--- src/rtl/fifo_ctrl.sv ---
// FIFO control path: write/read pointers, occupancy count and status flags for a register-file FIFO.
// w_en is combinational from wr/rd and registered state; all flags are registered and change on the same edge as count.
module fifo_ctrl #(
    parameter int unsigned ADDR_WIDTH = 3,
    parameter int unsigned AF_THRESH  = 6,
    parameter int unsigned AE_THRESH  = 1
) (
    input  logic                  clk,
    input  logic                  reset,
    input  logic                  wr,
    input  logic                  rd,
    output logic                  w_en,
    output logic [ADDR_WIDTH-1:0] w_addr,
    output logic [ADDR_WIDTH-1:0] r_addr,
    output logic [ADDR_WIDTH:0]   count,
    output logic                  full,
    output logic                  empty,
    output logic                  almost_full,
    output logic                  almost_empty,
    output logic                  overflow,
    output logic                  underflow
);

    localparam int unsigned DEPTH = 1 << ADDR_WIDTH;

    localparam logic [ADDR_WIDTH:0]   DEPTH_C = (ADDR_WIDTH+1)'(DEPTH);
    localparam logic [ADDR_WIDTH:0]   AF_C    = (ADDR_WIDTH+1)'(AF_THRESH);
    localparam logic [ADDR_WIDTH:0]   AE_C    = (ADDR_WIDTH+1)'(AE_THRESH);
    localparam logic [ADDR_WIDTH:0]   CNT_ONE = (ADDR_WIDTH+1)'(1);
    localparam logic [ADDR_WIDTH-1:0] PTR_ONE = ADDR_WIDTH'(1);

    logic                wr_ok;
    logic                rd_ok;
    logic [ADDR_WIDTH:0] count_nxt;

    // A write into a full FIFO is allowed when a read frees the head cell on the same edge.
    assign wr_ok = wr & (~full | rd);
    assign rd_ok = rd & ~empty;
    assign w_en  = wr_ok;

    always_comb begin
        count_nxt = count;
        if (wr_ok && !rd_ok) begin
            count_nxt = count + CNT_ONE;
        end else if (rd_ok && !wr_ok) begin
            count_nxt = count - CNT_ONE;
        end
    end

    always_ff @(posedge clk or posedge reset) begin
        if (reset) begin
            w_addr       <= '0;
            r_addr       <= '0;
            count        <= '0;
            full         <= 1'b0;
            empty        <= 1'b1;
            almost_full  <= 1'b0;
            almost_empty <= 1'b1;
            overflow     <= 1'b0;
            underflow    <= 1'b0;
        end else begin
            if (wr_ok) begin
                w_addr <= w_addr + PTR_ONE;
            end
            if (rd_ok) begin
                r_addr <= r_addr + PTR_ONE;
            end
            count        <= count_nxt;
            full         <= (count_nxt == DEPTH_C);
            empty        <= (count_nxt == '0);
            almost_full  <= (count_nxt >= AF_C);
            almost_empty <= (count_nxt <= AE_C);
            overflow     <= wr & ~wr_ok;
            underflow    <= rd & ~rd_ok;
        end
    end

endmodule

--- config.mk ---
export PLATFORM = sky130hd
export DESIGN_NAME = fifo_ctrl
export DESIGN_NICKNAME = d
export VERILOG_FILES = /design/src/rtl/fifo_ctrl.sv
export SDC_FILE = /design/constraint.sdc
export NUM_CORES = 1
export LEC_CHECK = 0
export ABC_AREA = 1
export CORE_ASPECT_RATIO = 1.4
export CORE_MARGIN = 3
export CORE_UTILIZATION = 35
export DETAILED_ROUTE_END_ITERATION = 16
export PLACE_DENSITY_LB_ADDON = 0.08
export SYNTH_ARGS = -nofsm -noshare
export SYNTH_HDL_FRONTEND = slang
export SYNTH_SLANG_ARGS = --single-unit
export TNS_END_PERCENT = 5
--- constraint.sdc ---
create_clock -name clk -period 2 [get_ports clk]
set_clock_uncertainty 0.2 [all_clocks]
set_input_delay 0.4 -clock clk [delete_from_list [all_inputs] [get_ports clk]]
set_output_delay 0.4 -clock clk [all_outputs]
set_load 0.02 [all_outputs]
Word-level counts from Yosys, hierarchy flattened

Index checks and enable logic that the tools add are counted.

Bits in registers: 16

Add/subtract/negate cells: 4
$lt $le $gt $ge: 2
Equal/unequal tests: 1
Multiplexer cells: 2
Bitwise operators: 9
Reduce and logical (&&, ||, !) cells: 5

Operators with widths:

| kind                | number |
|---|---|
| $mux 4              | 2 |
| $add 3x1->3 const B | 2 |
| $add 4x1->4 const B | 1 |
| $and 1x1->1         | 4 |
| $eq 4x4->1 const B  | 1 |
| $ge 4x3->1 const B  | 1 |
| $le 4x1->1 const B  | 1 |
| $logic_not 4->1     | 1 |
| $not 1->1           | 4 |
| $sub 4x1->4 const B | 1 |
| $logic_and 1x1->1   | 2 |
| $logic_not 1->1     | 2 |
| $or 1x1->1          | 1 |

Longest topological paths before layout

Gate-level depths: netlist (run 1).

Depth in word-level cells: 8
Gate-level depth with buffers: 10
Depth with buffers taken out: 10

Worst setup path after synthesis (run 1)

OpenSTA, ideal clock, no wires.

Path kind: reg-to-reg
From: reg count[0]
To: reg empty
Setup time: 67 ps
Data arrival time: 1392 ps
Required time: 1733 ps
Path slack: 341 ps
Stages on the path, launching flop included: 7
Path buffers: 0
Clock period less this slack: 1659 ps
Cells stage by stage: dfrtp_1 -> inv_1 -> ha_1 -> or2_0 -> nand2_2 -> nand2_1 -> nor2_1

Longest elaborated chain between the ends: 4
Elaborated cells between the ends (all ways): 5
Those cells by class: add/sub: 2; mux: 2; reduce/logical: 1

Ends and longest elaborated chain:

| what                   | RTL line | text |
|---|---|---|
| start, declared        | 15       | `output logic [ADDR_WIDTH:0] count,` |
| start signal, assigned | 68       | `count <= count_nxt;` |
| $sub 4x1->4            | 46       | `count_nxt = count - CNT_ONE;` |
| $mux 4                 | 45       | `end else if (rd_ok && !wr_ok) begin` |
| $mux 4 *               | 43       | `if (wr_ok && !rd_ok) begin` |
| $logic_not 4->1 *      | 70       | `empty <= (count_nxt == '0);` |
| end signal, assigned   | 70       |  |
| end, declared          | 17       | `output logic empty,` |

Mark *: on every way between the ends. The rest lies on a longest branch, timed or not.
A chain may end at the register's enable or synchronous reset.

Worst setup path after layout (run 1)

From: reg count[0]
To: out count[0]

No word-level cell between the ends.

==> flow_metrics.tcl, run 1 <==
set metrics [dict create \
    fmax_mhz 515.0 \
    clkLatencyLatePin_ns 0.29 \
    drv_cap 0 \
    coreArea_um2 2177 \
    hold_class "in2async" \
    synth-xor-area-share_pct 7.419 \
    rsz0062_at_grt "false" \
    p_leak_nw 0.5988 \
    crit_buf_inv 1 \
    synthDistinctLibCells 20 \
    grt_first_pass_wirelength_mm 2.559 \
    syn_inst 90 \
    critPathMaxStageDelay_ns 0.63 \
    drive_gt1_share_pct 21.31 \
    antenna_found_initial 0 \
    wl_per_cell_um 10.21 \
    clk_pin_slew_ns 0.10 \
    ys_ff_latch 16 \
    crit_path_start_kind "flop" \
    nFillCells 196 \
    ys_warn_count 0 \
    portBuffers 20 \
    power.density_nw_per_um2 1620 \
    vdd_ir_drop_max_uv 722.1 \
    synth_common_cells "25 x nand2_1, 14 x dfrtp_1, 14 x inv_1" \
    cts_tree "done" \
    nets 131 \
    clock-root-buffer "clkbuf_4" \
    syn-num-nets 98 \
    drv_slew 0 \
    crit_family "buffers and inverters" \
    synth.largest_area_cell "dfrtp_1" \
    worst_pin_slew_ns 0.2249 \
    grt_overflow 0 \
    avgSynthCellArea_um2 8.995 \
    regArea_um2 402.9 \
    slowest_stage "clkdlybuf4s50_1" \
    ys_async_sr_fraction_pct 100.0 \
    synth-compound-area-share_pct 2.628 \
    multi_input_area_um2 346.6 \
    grt_max_degree 17 \
    die_w_um 46.65 \
    syn2layout_area_growth_pct 39.26 \
    vias_per_cell 4.444 \
    ys.flop_type "dfrtp_1" \
    drc 0 \
    clkSinkCount 16 \
    grt_pass1_vias 604 \
    synthMuxAreaShare_pct 0 \
    num_rows 20 \
    final-hold-violation-count 0 \
    postCtsHoldBufs 0 \
    path_class "reg2out" \
    drtPass1Iterations 2 \
    setup_violations 0 \
    period_needed_ns 1.942 \
    yosys.cell_count.top_type "nand2_1" \
    yosys.area_share.simple_pct 26.58 \
    dp.cells 140 \
    fin_crit_sh_pct 97.08 \
    final_cells 144 \
    routed_wl_mm 1.470 \
    cp_cell_sequence "clkdlybuf4s50_1" \
    numCtsBuffers 3 \
    synth_top_area_share_pct 43.28 \
    reg_top3 "count: 4 flops, r_addr: 3 flops, w_addr: 3 flops" \
    synth_area_um2 809.5 \
    largest_reg_flops 4 \
    routed-via-count 640 \
    cts_max_path_buffers 2 \
    synth_fa_ha_area_share_pct 6.182 \
    crit_required_ns 1.40 \
    finalPower_mw 1.827 \
    track_usage_pct 11.52 \
    slew-limit-headroom_pct 84.89 \
    cts_setup_buffers 0 \
    die_h_um 62.91 \
    regMostFlops "count" \
    synth_top_family_by_area "simple AND/OR/NAND/NOR gates" \
    worst_setup_path_end_kind "output pin" \
    ioPinCount 21 \
    initial_core_util_pct 37.18 \
    status "finished clean" \
    synth_area_leaders "dfrtp_1 43%, nand2_1 12%, dfstp_2 6.5%" \
    die_area_um2 2934 \
    ys_seq_area_share_pct 49.77 \
    globalplace.congestion 0.7639 \
    fin_setup_tns_ns 0 \
    diodes 0 \
    synth-edff-count 0 \
    htreeDepth 1 \
    path_max_fanout 5 \
    drt_iter0_markers 6 \
    dp_hpwl_mm 1.158 \
    drtAntennaViolNets 0 \
    crit_arrival_ns 1.34 \
]
layout make-up:
class                           count  share of cell area (%)
Clock buffer                        4                   3.219
Inverter                           16                   5.327
Sequential cell                    16                   35.74
Timing Repair Buffer               28                   22.53
Tap cell                           22                   2.442
Multi-Input combinational cell     58                   30.74
per-stage QoR:
stage	hold slack [ns]	worst slack, ns	utilization, %	cell area (um2)
after global placement	0.2591	-0.3216	50.40	1097
final	0.2131	0.05842	51.78	1127
after global routing	0.2219	0.002961	51.78	1127
after CTS	0.2168	-0.0006458	51.95	1131
after floorplan	0.1123	0.3406	-	809.5
after detailed placement	0.2618	-0.3355	50.40	1097
report_power, final:
group	switching, mW	total [mW]	internal, mW
logic	0.542	1.00	0.461
clock network	0.104	0.214	0.111
registers	0.128	0.609	0.481
total	0.774	1.83	1.05
worst min-delay path, delay by kind of cell:
kind	cells	cell delay (ns)
buffers and inverters	3	0.68
per-layer routing:
metal | part of all wire, % | track usage, % | up-vias
met3 | 5.9 | 2.594 | 4
met5 | 0 | 0 | -
met4 | 1.6 | 5.190 | 0
met1 | 43 | 14.62 | 289
met2 | 50 | 17.93 | 14
li1 | - | - | 333
cells in the final DEF (no fill, tap or decap), types with 2 or more instances in the layout:
| cell type | synthesis | routed |
|---|---|---|
| buf_4 | 0 | 8 |
| clkbuf_4 | 0 | 3 |
| clkdlybuf4s50_1 | 0 | 15 |
| dfrtp_1 | 14 | 14 |
| dfstp_2 | 2 | 2 |
| dlygate4sd2_1 | 0 | 3 |
| ha_1 | 4 | 4 |
| inv_1 | 14 | 14 |
| inv_2 | 2 | 2 |
| nand2_1 | 25 | 25 |
| nand2_2 | 3 | 3 |
| nand3_1 | 4 | 4 |
| nor2_1 | 7 | 7 |
| xnor2_1 | 5 | 5 |
cell families (layout without fill, tap and decap cells):
group,Yosys count,after routing
AO/OA/AOI/OAI,3,3
XOR/XNOR,6,6
adder cells (fa/ha/maj),4,4
buffers and inverters,16,48
flip-flops,16,16
AND/OR/NAND/NOR,45,45
worst paths after layout:
| check | end | depth (start not counted) | slack, ns | startpoint |
|---|---|---|---|---|
| min | overflow | 3 | 0.21 | reset |
| min reg2reg | r_addr[2] | 1 | 0.28 | r_addr[2] |
| max | count[0] | 1 | 0.06 | count[0] |
| max reg2reg | full | 10 | 0.32 | count[0] |
| min in group clk | r_addr[2] | 1 | 0.28 | r_addr[2] |
| max in group asynchronous | almost_empty | 3 | 1.13 | reset |
what timing repair did:
item | 4_1_cts | 5_1_grt
gates resized for setup | 6 | 2
hold endpoints to repair | 0 | 0
endpoints found under the setup margin | 4 | 2
Power figures use the tool's default switching activity.
==> inputs of run 2 (changes only) <==
--- a/config.mk
+++ b/config.mk
@@ -7,5 +7,4 @@
 export LEC_CHECK = 0
 export ABC_AREA = 1
-export CORE_ASPECT_RATIO = 1.4
 export CORE_MARGIN = 3
 export CORE_UTILIZATION = 35
==> constraint.sdc (replaced) <==
create_clock -name clk -period 2 [get_ports clk]
set_clock_uncertainty 0.2 [all_clocks]
set_input_delay 0.4 -clock clk [delete_from_list [all_inputs] [get_ports clk]]
set_output_delay 0.4 -clock clk [all_outputs]
set_load 0.01 [all_outputs]
==> run 2 against run 1 <==
Die area down 0.29%. Sequential share of layout area down 0.20 points. Clock power about the same. Register-to-register slack worse by 0.02 ns. First-iteration DRC count up 17%. Core utilization up 2.8 points. Critical path type unchanged. Critical endpoint is now count[1].
==> flow_metrics.tcl, run 2 (synthesis results as in run 1) <==
set metrics [dict create \
    vdd_ir_drop_max_uv 773.6 \
    crit_buf_inv 1 \
    setup_violations 0 \
    cts_max_path_buffers 2 \
    drv_slew 0 \
    cts_setup_buffers 0 \
    design_area_um2 1137 \
    rsz0062_at_grt "false" \
    track_usage_pct 13.10 \
    nFillCells 211 \
    crit_arrival_ns 1.30 \
    clkLatencyLatePin_ns 0.29 \
    drtAntennaViolNets 0 \
    die_area_um2 2926 \
    grt_max_degree 17 \
    die_w_um 54.09 \
    routed_wl_mm 1.537 \
    worst_pin_slew_ns 0.2222 \
    postCtsHoldBufs 0 \
    period_needed_ns 1.896 \
    routed-via-count 668 \
    crit_required_ns 1.40 \
    r2r_end "full" \
    status "finished clean" \
    portBuffers 20 \
    syn2layout_area_growth_pct 40.49 \
    slowest_stage "clkdlybuf4s50_1" \
    post-route-util_pct 54.63 \
    diodes 0 \
    hold_class "in2async" \
    clock-root-buffer "clkbuf_4" \
    final-hold-violation-count 0 \
    cts_tree "done" \
    clk_pin_slew_ns 0.09 \
    drv_cap 0 \
    drive_gt1_share_pct 22.13 \
    grt_first_pass_wirelength_mm 2.677 \
    fin_crit_sh_pct 94.82 \
    drtPass1Iterations 4 \
    worstRegToRegCells 10 \
    timing.reg2reg.setup_slack_ns 0.30 \
    reg_top3 "count: 4 flops, r_addr: 3 flops, w_addr: 3 flops" \
    num_rows 16 \
    power.density_nw_per_um2 1528 \
    fin_setup_tns_ns 0 \
    die_h_um 54.09 \
    slew-limit-headroom_pct 85.07 \
    path_max_fanout 6 \
    drt_iter0_markers 7 \
    switching_share_pct 38.65 \
    placed_area_um2 1104 \
    antenna_found_initial 0 \
    whs_ns 0.2143 \
    final_common_cell "nand2_1" \
    initial_core_util_pct 38.88 \
    worst_setup_path_end_kind "output pin" \
    r2r_start "count[0]" \
    switchingPower_uw 671.5 \
    path_class "reg2out" \
    intPower_mw 1.066 \
    drc 0 \
    clkSinkCount 16 \
    fmax_mhz 527.3 \
    p_leak_nw 0.5992 \
    regMostFlops "count" \
    cp_cell_sequence "clkdlybuf4s50_1" \
    finalPower_mw 1.738 \
    globalplace.congestion 0.8019 \
    critPathMaxStageDelay_ns 0.57 \
    coreArea_um2 2082 \
    grt_pass1_vias 612 \
    nets 131 \
    dp_hpwl_mm 1.234 \
    largest_reg_flops 4 \
    crit_path_start_kind "flop" \
    wl_per_cell_um 10.32 \
    p_clk_share_pct 12.1 \
    htreeDepth 1 \
    grt_overflow 0 \
    comb_power_share_pct 52.5 \
    final_cell_mix "25 x nand2_1, 17 x clkdlybuf4s50_1, 14 x inv_1" \
    numCtsBuffers 3 \
    ioPinCount 21 \
    vias_per_cell 4.483 \
    seq_power_share_pct 35.4 \
    crit_family "buffers and inverters" \
]
run 2: changes by cell type in the layout (fill, tap and decap cells not counted), sizes merged:
| cell | before | now |
|---|---|---|
| dlygate4sd2 | 3 | 1 |
| clkdlybuf4s50 | 15 | 17 |
| clkbuf | 4 | 5 |
| buf | 9 | 8 |
run 2: layer usage:
| metal | GRT usage (%) | routed length [um] | vias up |
|---|---|---|---|
| li1 | - | - | 336 |
| met1 | 15.67 | 678 | 310 |
| met2 | 20.77 | 746 | 20 |
| met3 | 6.371 | 101 | 2 |
| met4 | 3.734 | 10 | 0 |
| met5 | 0 | 0 | - |
run 2: worst max-delay path by stage:
stage	cells after the start	startpoint	end	slack (ns)
2_1_floorplan	6	count[0]	empty	0.43
3_3_place_gp	6	rd	w_en	-0.26
6_report	1	count[1]	count[1]	0.10
3_5_place_dp	6	rd	w_en	-0.26
5_1_grt	1	count[1]	count[1]	0.03
4_1_cts	6	rd	w_en	0.03
run 2: repair_timing:
item                       4_1_cts  5_1_grt
pin swaps                        0        0
gates resized for setup          3        3
setup endpoints to repair        2        3
run 2: cell type report:
class / count / area, um2 / area share (%)
multi-input combinational: 58 / 346.6 / 30.47
sequential: 16 / 404.1 / 35.53
timing repair buffer: 28 / 256.5 / 22.55
inverter: 16 / 60.06 / 5.281
clock buffer: 4 / 36.28 / 3.190
tap: 27 / 33.78 / 2.970
run 2: through the flow:
step,worst slack [ns],instances
5_1_grt,0.03017,149
6_report,0.1036,149
2_1_floorplan,0.4288,90
4_1_cts,0.02547,149
3_5_place_dp,-0.2585,145
3_3_place_gp,-0.2644,145
run 2: power groups by stage:
| stage | Combinational [mW] | Sequential [mW] | Clock [mW] |
|---|---|---|---|
| 4_1_cts | 0.933 | 0.619 | 0.221 |
| 3_3_place_gp | 0.911 | 0.619 | 0 |
| 3_5_place_dp | 0.935 | 0.625 | 0 |
| 2_1_floorplan | 0.441 | 0.677 | 0 |
| 6_report | 0.912 | 0.615 | 0.211 |
| 5_1_grt | 1.03 | 0.645 | 0.238 |
==> inputs of run 3 (changes only) <==
--- a/config.mk
+++ b/config.mk
@@ -9,4 +9,5 @@
 export CORE_MARGIN = 3
 export CORE_UTILIZATION = 35
+export CTS_CLUSTER_SIZE = 20
 export DETAILED_ROUTE_END_ITERATION = 16
 export PLACE_DENSITY_LB_ADDON = 0.08
==> constraint.sdc (replaced) <==
create_clock -name clk -period 2 [get_ports clk]
set_clock_uncertainty 0.2 [all_clocks]
set_input_delay 0.6 -clock clk [delete_from_list [all_inputs] [get_ports clk]]
set_output_delay 0.6 -clock clk [all_outputs]
set_load 0.01 [all_outputs]
==> run 3 against run 2 <==
Sequential share of layout area shrank 0.42 points. Maximum frequency shrank 2.1%. Core utilization grew 0.48 points. Via count shrank 0.90%. Flip-flop and latch count is the same. Global-route usage grew 0.38 points. Routed wire length grew 0.72%. Largest cell class unchanged. Hold slack gained 0.055 ns.
==> flow_metrics.tcl, run 3 (synthesis results as in run 1) <==
set metrics [dict create \
    clkSinkCount 16 \
    coreArea_um2 2082 \
    grt_max_degree 17 \
    numCtsBuffers 3 \
    p_leak_nw 0.6625 \
    track_usage_pct 13.48 \
    clk_pin_slew_ns 0.09 \
    fin_crit_sh_pct 96.88 \
    crit_required_ns 1.20 \
    crit_arrival_ns 1.14 \
    final-hold-violation-count 0 \
    crit_family "buffers and inverters" \
    final_common_cell "nand2_1" \
    cts_tree "done" \
    crit_buf_inv 4 \
    grt_first_pass_wirelength_mm 2.739 \
    multi_input_area_um2 354.1 \
    clkLatencyLatePin_ns 0.29 \
    syn2layout_area_growth_pct 41.73 \
    die_w_um 54.09 \
    nFillCells 211 \
    vias_per_cell 4.384 \
    drive_gt1_share_pct 23.39 \
    final_cell_mix "24 x nand2_1, 14 x inv_1, 14 x dfrtp_1, 14 x dlygate4sd2_1, 10 x buf_4" \
    drtAntennaViolNets 0 \
    antenna_found_initial 0 \
    num_rows 16 \
    drv_cap 0 \
    vdd_ir_drop_max_uv 719.0 \
    period_needed_ns 1.938 \
    path_class "in2out" \
    dp.cells 147 \
    placed_area_um2 1119 \
    largest_reg_flops 4 \
    globalplace.congestion 0.8010 \
    setup_violations 0 \
    dpl_worst_slack_ns -0.6595 \
    clock-root-buffer "clkbuf_4" \
    path_max_fanout 2 \
    postCtsHoldBufs 0 \
    htreeDepth 1 \
    crit_path_frequent_cell "nand2_4" \
    die_h_um 54.09 \
    design_area_um2 1147 \
    worst_slack_ns 0.06239 \
    regArea_um2 402.9 \
    diodes 0 \
    worst_setup_path_end_kind "output pin" \
    cts_max_path_buffers 2 \
    drtPass1Iterations 4 \
    dp_hpwl_mm 1.223 \
    nets 133 \
    final_cells 151 \
    routed_wl_mm 1.548 \
    ioPinCount 21 \
    wl_per_cell_um 10.25 \
    slowest_stage "clkdlybuf4s15_1" \
    regMostFlops "count" \
    grt_pass1_vias 693 \
    slew-limit-headroom_pct 85.73 \
    worst_pin_slew_ns 0.2124 \
    status "finished clean" \
    crit_path_start_kind "primary input" \
    rsz0062_at_grt "false" \
    initial_core_util_pct 38.88 \
    grt_overflow 0 \
    drt_iter0_markers 7 \
    fmax_mhz 516.1 \
    power.density_nw_per_um2 1448 \
    routed-via-count 662 \
    drv_slew 0 \
    critPathMaxStageDelay_ns 0.19 \
    die_area_um2 2926 \
    drc 0 \
    portBuffers 20 \
    hold_class "reg2reg" \
    reg_top3 "count: 4 flops, r_addr: 3 flops, w_addr: 3 flops" \
    finalPower_mw 1.661 \
    cp_cell_sequence "clkdlybuf4s15_1 -> inv_2 -> nand2_4 -> nand2_4 -> inv_1 -> buf_2" \
]
run 3: cell count changes in the layout (fill, tap and decap cells not counted), sizes merged:
cell / previous run / this run
clkdlybuf4s50: 17 / 1
dlymetal6s2s: 1 / 3
buf: 8 / 11
clkdlybuf4s15: 0 / 1
dlygate4sd2: 1 / 14
clkbuf: 5 / 4
run 3: layout make-up:
type	instances	share of cell area (%)
Sequential cell	16	35.11
Multi-Input combinational cell	58	30.86
Timing Repair Buffer	30	22.68
Inverter	16	5.234
Clock buffer	4	3.162
Tap cell	27	2.944
run 3: worst register-to-register path: stages (launching register included):
cell	delay, ns
dfrtp_1	0.44
inv_1	0.13
ha_1	0.18
inv_1	0.04
nand2_1	0.05
nand2_1	0.05
nand2_1	0.05
nand2_1	0.06
a21oi_2	0.22
o21ai_0	0.14
run 3: stage by stage:
step / util [%] / TNS [ns] / hold WS (ns)
3_5_place_dp: 53.73 / -2.251 / 0.2646
3_3_place_gp: 53.73 / -2.151 / 0.2588
5_1_grt: 55.11 / 0 / 0.3025
6_report: 55.11 / 0 / 0.2691
4_1_cts: 54.33 / -0.03085 / 0.2742
2_1_floorplan: - / 0 / 0.2953
run 3: power by group:
group | switching [mW] | internal (mW)
clock network | 0.104 | 0.111
logic | 0.451 | 0.402
registers | 0.113 | 0.482
run 3: worst paths after layout:
path / start / end / slack [ns] / cells after the start
worst max-delay path: rd / w_en / 0.06 / 6
worst min-delay path: w_addr[2] / w_addr[2] / 0.27 / 1
worst max register to register: count[0] / almost_full / 0.31 / 9
worst min register to register: w_addr[2] / w_addr[2] / 0.27 / 1
max in group asynchronous: reset / almost_empty / 0.94 / 3
min in group asynchronous: reset / overflow / 0.41 / 3
run 3: routing by layer:
metal  GRT usage (%)  share of wire, %
met1           14.75                41
met2           22.98                49
met3           5.817               7.9
met4           4.979               1.7
met5               0                 0
run 3: what timing repair did:
| item | 4_1_cts | 5_1_grt |
|---|---|---|
| buffers inserted | 0 | 0 |
| resized for setup | 19 | 6 |
| setup endpoints to repair | 14 | 4 |
| pin swaps | 1 | 1 |
